## src/rtl/clock_pkg.sv

```systemverilog
// Shared types and constants for the digital-clock alarm path.
package clock_pkg;

  typedef enum logic [1:0] {
    IDLE   = 2'd0,
    RING   = 2'd1,
    SNOOZE = 2'd2
  } ring_state_t;

  typedef logic [3:0] bcd_digit_t;

  localparam int unsigned SEC_PER_MIN = 60;

  function automatic logic bcd_pair_is_zero(input bcd_digit_t tens, input bcd_digit_t ones);
    return (tens == 4'd0) && (ones == 4'd0);
  endfunction

endpackage

```

## src/rtl/bcd_time_match.sv

```systemverilog
// Combinational hh:mm equality against a reference time, qualified by seconds == 00.
module bcd_time_match
  import clock_pkg::*;
(
  input  bcd_digit_t now_hour_tens,
  input  bcd_digit_t now_hour_ones,
  input  bcd_digit_t now_minute_tens,
  input  bcd_digit_t now_minute_ones,
  input  bcd_digit_t now_second_tens,
  input  bcd_digit_t now_second_ones,
  input  bcd_digit_t ref_hour_tens,
  input  bcd_digit_t ref_hour_ones,
  input  bcd_digit_t ref_minute_tens,
  input  bcd_digit_t ref_minute_ones,
  output logic       match
);

  logic hm_equal_s;

  assign hm_equal_s = (now_hour_tens   == ref_hour_tens)   &&
                      (now_hour_ones   == ref_hour_ones)   &&
                      (now_minute_tens == ref_minute_tens) &&
                      (now_minute_ones == ref_minute_ones);

  assign match = hm_equal_s && bcd_pair_is_zero(now_second_tens, now_second_ones);

endmodule

```

## src/rtl/alarm_ring_ctrl.sv

```systemverilog
// Alarm ring / snooze / stop sequencer driving the buzzer and status LEDs.
// Optional build macro HOURLY_CHIME_EN adds a one-second chime at each xx:00:00.
module alarm_ring_ctrl
  import clock_pkg::*;
#(
  parameter int unsigned RING_SECONDS = 60,
  parameter int unsigned SNOOZE_MIN   = 5,
  parameter int unsigned MAX_SNOOZE   = 3
) (
  input  logic       clk,
  input  logic       CLR_n,
  input  logic       sec_tick,
  input  logic [3:0] time_hour_tens,
  input  logic [3:0] time_hour_ones,
  input  logic [3:0] time_minute_tens,
  input  logic [3:0] time_minute_ones,
  input  logic [3:0] time_second_tens,
  input  logic [3:0] time_second_ones,
  input  logic [3:0] alarm_hour_tens,
  input  logic [3:0] alarm_hour_ones,
  input  logic [3:0] alarm_minute_setting_tens,
  input  logic [3:0] alarm_minute_setting_ones,
  input  logic       alarm_en,
  input  logic       isSettingAlarm,
  input  logic       snooze_pulse,
  input  logic       stop_pulse,
  output logic       buzzer,
  output logic       ringing,
  output logic       snoozing
);

  localparam logic [9:0] SZ_RELOAD = 10'(SNOOZE_MIN * SEC_PER_MIN - 1);
  localparam logic [7:0] RING_LAST = 8'(RING_SECONDS - 1);
  localparam logic [7:0] SNZ_LIMIT = 8'(MAX_SNOOZE);

  ring_state_t state_r;
  logic [7:0]  ring_cnt_r;
  logic [7:0]  snooze_cnt_r;
  logic [9:0]  sz_timer_r;
  logic        time_match_s;
  logic        match_s;
  logic        match_r;
  logic        trigger_s;

  bcd_time_match u_alarm_match (
    .now_hour_tens   (time_hour_tens),
    .now_hour_ones   (time_hour_ones),
    .now_minute_tens (time_minute_tens),
    .now_minute_ones (time_minute_ones),
    .now_second_tens (time_second_tens),
    .now_second_ones (time_second_ones),
    .ref_hour_tens   (alarm_hour_tens),
    .ref_hour_ones   (alarm_hour_ones),
    .ref_minute_tens (alarm_minute_setting_tens),
    .ref_minute_ones (alarm_minute_setting_ones),
    .match           (time_match_s)
  );

  // Edge-detecting the match keeps the alarm from re-firing within its minute after a stop.
  assign match_s   = time_match_s & alarm_en & ~isSettingAlarm;
  assign trigger_s = match_s & ~match_r;

`ifdef HOURLY_CHIME_EN
  logic        hour_top_s;
  logic        ms_changed_s;
  logic        chime_start_s;
  logic [15:0] prev_ms_r;

  bcd_time_match u_chime_match (
    .now_hour_tens   (time_hour_tens),
    .now_hour_ones   (time_hour_ones),
    .now_minute_tens (time_minute_tens),
    .now_minute_ones (time_minute_ones),
    .now_second_tens (time_second_tens),
    .now_second_ones (time_second_ones),
    .ref_hour_tens   (time_hour_tens),
    .ref_hour_ones   (time_hour_ones),
    .ref_minute_tens (4'd0),
    .ref_minute_ones (4'd0),
    .match           (hour_top_s)
  );

  assign ms_changed_s  = {time_minute_tens, time_minute_ones, time_second_tens, time_second_ones} != prev_ms_r;
  assign chime_start_s = hour_top_s & ms_changed_s;

  // Previous minute/second digits, used to detect the instant the time lands on xx:00:00.
  always_ff @(posedge clk or negedge CLR_n) begin
    if (!CLR_n) begin
      prev_ms_r <= 16'd0;
    end else begin
      prev_ms_r <= {time_minute_tens, time_minute_ones, time_second_tens, time_second_ones};
    end
  end
`endif

  // Alarm sequencer: state, counters and registered outputs.
  always_ff @(posedge clk or negedge CLR_n) begin
    if (!CLR_n) begin
      state_r      <= IDLE;
      ring_cnt_r   <= 8'd0;
      snooze_cnt_r <= 8'd0;
      sz_timer_r   <= 10'd0;
      match_r      <= 1'b0;
      buzzer       <= 1'b0;
      ringing      <= 1'b0;
      snoozing     <= 1'b0;
    end else begin
      match_r <= match_s;
      case (state_r)
        IDLE: begin
          if (trigger_s) begin
            state_r      <= RING;
            ring_cnt_r   <= 8'd0;
            snooze_cnt_r <= 8'd0;
            buzzer       <= 1'b1;
            ringing      <= 1'b1;
            snoozing     <= 1'b0;
          end else begin
`ifdef HOURLY_CHIME_EN
            if (chime_start_s) begin
              buzzer <= 1'b1;
            end else if (sec_tick) begin
              buzzer <= 1'b0;
            end else begin
              buzzer <= buzzer;
            end
`else
            buzzer <= 1'b0;
`endif
            ringing  <= 1'b0;
            snoozing <= 1'b0;
          end
        end
        RING: begin
          if (!alarm_en || stop_pulse) begin
            state_r <= IDLE;
            buzzer  <= 1'b0;
            ringing <= 1'b0;
          end else if (snooze_pulse) begin
            buzzer  <= 1'b0;
            ringing <= 1'b0;
            if (snooze_cnt_r < SNZ_LIMIT) begin
              state_r      <= SNOOZE;
              snooze_cnt_r <= snooze_cnt_r + 8'd1;
              sz_timer_r   <= SZ_RELOAD;
              snoozing     <= 1'b1;
            end else begin
              state_r <= IDLE;
            end
          end else if (sec_tick) begin
            if (ring_cnt_r == RING_LAST) begin
              state_r <= IDLE;
              buzzer  <= 1'b0;
              ringing <= 1'b0;
            end else begin
              ring_cnt_r <= ring_cnt_r + 8'd1;
              buzzer     <= ~buzzer;
            end
          end else begin
            state_r <= RING;
          end
        end
        SNOOZE: begin
          if (!alarm_en || stop_pulse) begin
            state_r  <= IDLE;
            buzzer   <= 1'b0;
            snoozing <= 1'b0;
          end else if (sec_tick) begin
            if (sz_timer_r == 10'd0) begin
              state_r    <= RING;
              ring_cnt_r <= 8'd0;
              buzzer     <= 1'b1;
              ringing    <= 1'b1;
              snoozing   <= 1'b0;
            end else begin
              sz_timer_r <= sz_timer_r - 10'd1;
            end
          end else begin
            state_r <= SNOOZE;
          end
        end
        default: begin
          state_r  <= IDLE;
          buzzer   <= 1'b0;
          ringing  <= 1'b0;
          snoozing <= 1'b0;
        end
      endcase
    end
  end

endmodule
```

## config.mk

```make
export PLATFORM = sky130hd
export DESIGN_NAME = alarm_ring_ctrl
export DESIGN_NICKNAME = d
export VERILOG_FILES = /design/src/rtl/clock_pkg.sv /design/src/rtl/bcd_time_match.sv /design/src/rtl/alarm_ring_ctrl.sv
export SDC_FILE = /design/constraint.sdc
export NUM_CORES = 1
export LEC_CHECK = 0
export BUFFER_PORTS_ARGS = -buffer_cell sky130_fd_sc_hd__buf_4
export CAP_MARGIN = 20
export CORE_ASPECT_RATIO = 1.2
export CORE_MARGIN = 10
export CORE_UTILIZATION = 57
export CTS_CLUSTER_DIAMETER = 50
export DETAILED_ROUTE_END_ITERATION = 8
export PLACE_DENSITY = 0.85
export SLEW_MARGIN = 20
export SYNTH_ARGS = -nofsm -noshare
export SYNTH_HDL_FRONTEND = slang
export SYNTH_HIERARCHICAL = 1
export SYNTH_SLANG_ARGS = --single-unit
```

## constraint.sdc

```tcl
create_clock -name clk -period 5.3 [get_ports clk]
set_input_delay 1.06 -clock clk [delete_from_list [all_inputs] [get_ports clk]]
set_output_delay 1.06 -clock clk [all_outputs]
set_load 0.1 [all_outputs]
```

==> flow_results.org, run 1 <==
** Drt
- Final Routed Wirelength :: between 5000 and 6000 um
- In the detailed route, the total length drawn on met2 is 2672 um.
- Router iterations before antenna repair :: 4
- The highest metal layer carrying signal wires in the routed design is met4.
- In the routed layout, each cell is associated on average with a via count of 6.234.
- Starting DRT DRC Count :: 129
- DRC :: 0
- Total via count after detailed routing :: roughly 1900
- The routed design uses 329 um of met3 wire.
- Average wire per standard cell :: around 17 um
- Remaining antenna violation count after routing :: 0
- Routed length on met1 :: 2132 um

** CTS
- Depth of the CTS H-tree :: 2
- CTS sink cnt :: 32
- Hold buffers post-CTS :: 0
- After clock tree synthesis, the clock-pin slew on the worst setup and hold paths is 0.07 ns.
- Post_cts resized :: 0
- Later-pin clock latency in the skew report :: 0.28 ns
- Buffers inserted during clock tree synthesis total 5.
- Clock buffer depth :: 2
- Clock tree from TritonCTS :: built
- In this run the post-CTS setup repair buffer count came out at 0.
- Clk root buf :: clkbuf_8

** Die
- I/O pin count :: 50
- Core Footprint :: about 3300 sq um
- Die boundary width :: 73.93 um
- Initial core utilization :: 0.5960
- The die covers 6263 sq um.
- Die H :: 84.72 um
- Std-Cell Rows :: 23

** Yosys
- Share of the yosys chip area belonging to registers :: 0.4025
- Ys Warns :: 6
- Yosys mapped a number of flops with a built-in enable equal to 0.
- The synthesized design contains 32 register bits.
- Among all flip-flop cells after synthesis, the most frequent one is dfrtp_1.
- Cells after Synth :: 210
- Post-synthesis instance area :: 1989 sq um
- After synthesis, the netlist uses 47 different library cells.
- Syn Nets :: 261
- In this run the mean area of a mapped cell was 9.473 sq um.
- After synthesis, the share of flip-flops with an asynchronous set or reset is 1.000.

** Timing
- The worst path meets setup with around 2.2 ns of slack.
- F_max :: 318.1 MHz
- At the pin with the least slew margin, the transition time is about 0.77 ns.
- The clock arrives with 0.006754 ns of skew.
- The smallest clock period supported by the final layout is computed as 3.143 ns.
- Setup repair after global routing left no endpoint under its margin.
- The final number of max-transition violations is 0.
- Total setup violations reported at the end of the flow :: 0
- Worst max-slew margin expressed relative to the limit :: 0.4843
- In the final timing run, aggregate negative setup slack is 0 ns.
- Dividing the final minimum period by the clock period gives 0.5931.
- The number of failing hold endpoints at the final stage is 0.

** Critical path
- The worst setup path is of the in -> reg kind.
- Delay of the slowest critical-path stage :: 0.43 ns
- The worst setup path is launched from an input pin.
- At the worst endpoint, the arrival time is 3.32 ns.
- Together, buffers and inverters on the worst path number 1.
- CP delay by family, top :: simple AND/OR/NAND/NOR gates
- Among all stages on the critical path, the largest delay is contributed by or3_1.
- STA classifies the critical path endpoint as a register.
- WP data required :: 5.47 ns
- The worst register-to-register path begins at sz_timer_r[0].
- Worst-path maximum fanout :: 7
- Launching element of the worst setup path :: alarm_minute_setting_ones[3]
- Cell breakdown of the critical path :: buf_4 > xor2_1 > nor4_1 > nand3_1 > nor4_2 > nand4bb_1 > or3_1 > a21oi_1 > mux2_2

** GRT
- The number of antenna violations at the first check in global routing was 0.
- The via count of the first global-routing pass came to 1827.
- Maximum number of pins on one net before global-route repair :: 33
- Across every metal layer, demand over resource in global routing totals 0.1683.
- The first global-routing pass estimated 8625 um of wire.
- Global routing finished with a remaining overflow of 0.

** Layout
- For this run, the post-layout net count is 312.
- Proportion of layout cells with a drive suffix above 1 :: 0.2290
- The repair_antennas step left the layout with diodes totalling 0.
- The filler cells instantiated in the layout total 263.
- Layout overhead on the synthesized area :: 24.15%

** Placed design
- Routability-driven placement finished with a final weighted congestion of around 0.9.
- Minimum setup slack after placement :: ~1.9 ns
- Summed over all nets, the half-perimeter wirelength after detailed placement is approximately 4000 um.
- Buffers placed on the I/O ports in this run total 49.

** Power
- Leakage component of the power :: between 0.001 and 0.0015 uW
- Maximum vdd ir drop :: 0.2219 mV
- Dividing total power by cell area gives a power density of 197.3 nW/um^2.

** Hold path
- Hold Crit Class :: reg -> reg
- In this run the most critical hold path is launched from snooze_cnt_r[5].

** Outcome
- The flow ran to the end, and the final reports show no timing, DRC or antenna violations.

** Job
- Number of maximum-capacitance violations :: 0
logic make-up after synthesis:
| logic type | synth area share |
|---|---|
| AOI/OAI and AO/OA | 0.2126 |
| xor gates and xnor gates | 0.07044 |
| adders and majority gates | 0.02516 |
| buffers and inverters | 0.02516 |
| DFF | 0.4025 |
| muxes | 0.01069 |
| and+or+nand+nor | 0.2535 |
report_power, final:
| group | internal (uW) | switching, uW | leakage, uW | total (uW) |
|---|---|---|---|---|
| Sequential | 244 | 0.000102 | 0.000416 | 244 |
| Clock | 106 | 88.8 | 0.0000455 | 195 |
| Combinational | 28.7 | 19.7 | 0.000692 | 48.5 |
| Total | 379 | 109 | 0.00115 | 487 |
stage by stage:
stage	cell area (sq um)	hold slack [ns]	instances	utilization	power [uW]
final	2470	0.4941	299	0.7399	487.3
after detailed placement	2380	0.4807	291	0.7129	297.3
after global routing	2470	0.5163	299	0.7399	502.6
after CTS	2470	0.4954	299	0.7399	488.7
after floorplan	1989	0.4539	210	-	261.1
after global placement	2380	0.4743	291	0.7129	296.3
Yosys cell counts (all sizes together), types with 4 or more instances:
| cell type | count | area [sq um] |
|---|---|---|
| a31oi | 13 | 81.33 |
| nor3 | 9 | 45.04 |
| nand2 | 10 | 37.54 |
| nand3 | 9 | 45.04 |
| nand4 | 4 | 25.02 |
| dfrtp | 32 | 800.8 |
| and3 | 4 | 25.02 |
| a211oi | 4 | 42.54 |
| nor4 | 7 | 50.05 |
| o21ai | 5 | 25.02 |
| xor2 | 14 | 122.6 |
| ha | 4 | 50.05 |
| nor2b | 4 | 25.02 |
| or3 | 7 | 43.79 |
| nor2 | 10 | 37.54 |
| o21a | 7 | 52.55 |
| and2 | 5 | 31.28 |
| a21oi | 14 | 70.07 |
| inv | 7 | 26.28 |
routing by layer:
| layer | global-route usage | up-vias |
|---|---|---|
| li1 | - | 897 |
| met1 | 0.2053 | 901 |
| met2 | 0.2748 | 57 |
| met3 | 0.05300 | 9 |
| met4 | 0.04584 | 0 |
| met5 | 0 | - |
registers in the layout, summed over array words and instances (netlist names):
register / cells
state_r: 2
buzzer: 1
ringing: 1
ring_cnt_r: 8
snoozing: 1
sz_timer_r: 10
match_r: 1
snooze_cnt_r: 8
worst register-to-register path, cell delays in order, from the launching register on:
cell     delay, ns
dfrtp_1       0.41
inv_1         0.16
ha_1          0.16
nor3b_1       0.50
nand3_1       0.40
a21oi_1       0.51
o21ai_0       0.16
final cells by class:
type / count / area (sq um) / share of cell area
inverters: 7 / 26.28 / 0.01064
clock buffers: 8 / 90.09 / 0.03647
well taps: 37 / 46.29 / 0.01874
repair buffers: 49 / 367.9 / 0.1489
flip-flops and latches: 32 / 800.8 / 0.3242
multi-input cells: 166 / 1139 / 0.4610
worst paths after layout:
kind	end	slack [ns]	cells past startpoint
worst max-delay path	snooze_cnt_r[0]	2.16	9
worst min-delay path	snooze_cnt_r[5]	0.49	1
worst max register to register	state_r[1]	2.85	6
worst min register to register	snooze_cnt_r[5]	0.49	1
max in group asynchronous	snooze_cnt_r[7]	4.30	1
min in group asynchronous	ring_cnt_r[3]	0.70	1
layout by cell type, fill, tap and decap left out, types with 3 or more instances in the layout:
| cell | synthesis | routed |
|---|---|---|
| a41oi_1 | 3 | 3 |
| and2_1 | 5 | 5 |
| xor2_1 | 14 | 14 |
| or3_1 | 7 | 7 |
| clkbuf_8 | 0 | 6 |
| a211oi_1 | 3 | 3 |
| nor3_1 | 9 | 9 |
| nand2b_1 | 3 | 3 |
| and3_1 | 4 | 4 |
| nor4_1 | 6 | 6 |
| o21a_1 | 7 | 7 |
| a21o_1 | 3 | 3 |
| nand2_1 | 10 | 10 |
| a31oi_1 | 13 | 13 |
| a21oi_1 | 14 | 14 |
| ha_1 | 4 | 4 |
| nor2_1 | 10 | 10 |
| dfrtp_1 | 32 | 32 |
| buf_4 | 1 | 49 |
| nand4_1 | 4 | 4 |
| nor2b_1 | 4 | 4 |
| inv_1 | 7 | 7 |
| nand3_1 | 9 | 9 |
| o21ai_0 | 3 | 3 |
No activity file was read; power rests on OpenSTA's default activity.
==> run 2, diff against run 1 <==
- CORE_UTILIZATION: 57 -> 48
- PLACE_DENSITY: 0.85 -> 0.76
- clock period: 5.3 -> 2.53 ns (I/O delays scaled with it)
==> flow_results.org, run 2 (synthesized netlist as in run 1, its figures left out) <==
** Die
- The floorplan has 25 rows.
- During I/O placement, the number of pins put on the boundary was 50.
- In this run the vertical extent of the chip is 90.53 um.
- The floorplan step defined a die boundary enclosing 7131 sq um.
- Initial core utilization :: 0.5008
- The floorplan step set the die width to 78.77 um.
- Core Footprint :: ~4000 sq um

** Drt
- Remaining antenna violation count after routing :: 0
- The detailed router put a total of 2179 um of wire on met1.
- Router iterations before antenna repair :: 4
- Starting DRT DRC Count :: 98
- After detailed routing, the number of vias per cell comes to 5.825.
- Summing over every cut layer, the via total after detailed routing is 1899.
- Average wire per standard cell :: ~16 um
- DR top layer :: met4
- Routed wl met2 :: 2304 um
- DRC :: 0
- The routed design uses around 520 um of met3 wire.
- Wires add up to a little over 5000 um.

** Layout
- The largest registers in the layout are sz_timer_r: 10 flops, ring_cnt_r: 8 flops, snooze_cnt_r: 8 flops.
- Core occupancy in the finished layout :: 0.6463
- Proportion of layout cells with a drive suffix above 1 :: 0.2647
- Most common library cell in the layout ignoring fill and taps :: buf_4
- After filler insertion, the fill cell instance count of the layout stands at 328.
- The register with the most flip-flops in the final layout is sz_timer_r.
- The multi-input combinational cells in the finished layout cover a total of 1139 sq um.
- For this run, the post-layout net count is 325.
- The register with the most flip-flops in the layout has 10 of them.
- Final cell area excluding filler cells :: 2567 sq um
- ANT cells :: 0
- Layout overhead on the synthesized area :: 29.06%
- Sequential cell area :: 800.8 sq um
- Most frequent cells in the layout :: buf_4, dfrtp_1, a21oi_1, xor2_1, a31oi_1

** CTS
- Once the clock tree was built, the setup fixing pass inserted 0 buffers.
- After clock tree synthesis, the clock-pin slew on the worst setup and hold paths is 0.06 ns.
- CTS sink cnt :: 32
- Counting along the longest clock path gives a buffer depth of 2.
- The clock reaches the later pin of the worst-skew pair after 0.28 ns.
- Depth of the CTS H-tree :: 2
- After clock tree synthesis, the repair step resized 0 gates.
- Hold buffers post-CTS :: 0
- Total clock buffers created by CTS :: 5
- Clk root buf :: clkbuf_8
- Clock tree from TritonCTS :: built

** Power
- Maximum vdd ir drop :: 0.2990 mV
- In this run the power density over the cells is 374.1 nW/um^2.
- The design draws 960.6 uW.
- Leakage component of the power :: 0.001208 uW

** Placed design
- Quantity of I/O buffers inserted on ports :: 49
- Minimum setup slack after placement :: -0.1297 ns
- Detailed placement ended at an HPWL of ~4000 um.
- At the end of routability-driven placement, the weighted congestion stood at 0.8187.
- Cell area after placement :: 2499 sq um

** Critical path
- Cell breakdown of the critical path :: buf_4 > xor2_1 > nor4_1 > nand3_1 > nor4_2 > nand4bb_1 > or3_1 > a21oi_1 > mux2_2
- Delay of the slowest critical-path stage :: 0.35 ns
- Number of buffers and inverters on the critical path :: 1
- The worst register-to-register path begins at sz_timer_r[0].
- STA classifies the critical path startpoint as an input pin.
- CP Data Arrival Time :: 2.50 ns
- Register-to-Register Path Depth :: 6
- Setup slack on the worst reg-to-reg path comes out at about 0.36 ns.
- In this run the worst path has a maximum fanout of 2.
- The worst setup path is captured at a register.
- Data on the critical path is required at its endpoint by between 2 and 3 ns.
- The worst setup path is of the in -> reg kind.
- Among all stages on the critical path, the largest delay is contributed by mux2_2.
- In this run the critical register-to-register path is captured at sz_timer_r[8].
- CP delay by family, top :: simple AND/OR/NAND/NOR gates

** Timing
- Fin worst setup slack :: 0.1964 ns
- The number of failing hold endpoints at the final stage is 0.
- Worst max-slew margin expressed relative to the limit :: 0.6637
- Worst-margin pin slew :: 0.5031 ns
- The worst path needs 2.334 ns of the cycle, external delays included.
- Final period utilization :: 0.9224
- The final number of max-transition violations was 0.
- Setup repair after global routing missed its margin :: no
- Setup violations remaining at the end of the flow were counted as 0.
- Hold is met by 0.1633 ns.
- Clock Skew :: 0.003187 ns
- F_max :: 428.5 MHz

** GRT
- For this run, the total global-route usage over all layers was measured as 0.1493.
- The number of antenna violations at the first check in global routing is 0.
- Entering global routing, the biggest net connects 33 pins.
- Via count of the first global-routing pass :: 1959
- The first global-routing pass estimated just under 9000 um of wire.
- The total overflow left after global routing is 0.

** Hold path
- The path class of the tightest hold or removal check is in -> async.

** Outcome
- Run status :: finished, final reports clean

** Job
- Number of maximum-capacitance violations :: 0
-- run 2: cell types whose count changed in the layout (fill, tap and decap cells not counted), sizes merged --
cell	delta
clkbuf	-3
buf	+13
-- run 2: layer usage --
layer	GRT usage	vias to the layer above
met5	0	-
met4	0.05988	0
met3	0.07072	8
met2	0.2328	76
met1	0.1708	892
li1	-	923
-- run 2: worst max path at each step --
stage                                 startpoint  depth (start not counted)  slack (ns)         endpoint
floorplan           alarm_minute_setting_ones[2]                          8        0.06  snooze_cnt_r[0]
global placement    alarm_minute_setting_ones[1]                          9       -0.11  snooze_cnt_r[0]
detailed placement  alarm_minute_setting_ones[1]                          9       -0.13  snooze_cnt_r[0]
CTS                 alarm_minute_setting_ones[1]                          9        0.16  snooze_cnt_r[0]
global route        alarm_minute_setting_ones[1]                          9        0.02  snooze_cnt_r[0]
finish              alarm_minute_setting_ones[1]                          9        0.20  snooze_cnt_r[0]
-- run 2: through the flow --
step / setup TNS [ns] / cells
final: 0 / 326
after global routing: 0 / 326
after CTS: 0 / 326
after detailed placement: -0.4727 / 321
after global placement: -0.4018 / 321
after floorplan: 0 / 210
-- run 2: final cells by class --
type                            instances  area share
Multi-Input combinational cell        166      0.4435
Sequential cell                        32      0.3119
Timing Repair Buffer                   62      0.1813
Clock buffer                            5     0.02680
Inverter                                7     0.01023
Tap cell                               54     0.02632
-- run 2: report_power, final --
| part | switching, uW | internal (uW) |
|---|---|---|
| logic | 41.7 | 60.2 |
| clock network | 170 | 177 |
| registers | 0.000211 | 512 |
-- run 2: worst reg2reg max path, cell delays in order, from the launching register on --
cell and delay, ns:
dfrtp_1 0.41, inv_1 0.15, ha_1 0.21, or3b_1 0.43
or4b_1 0.56, o31ai_1 0.20, o21ai_1 0.09
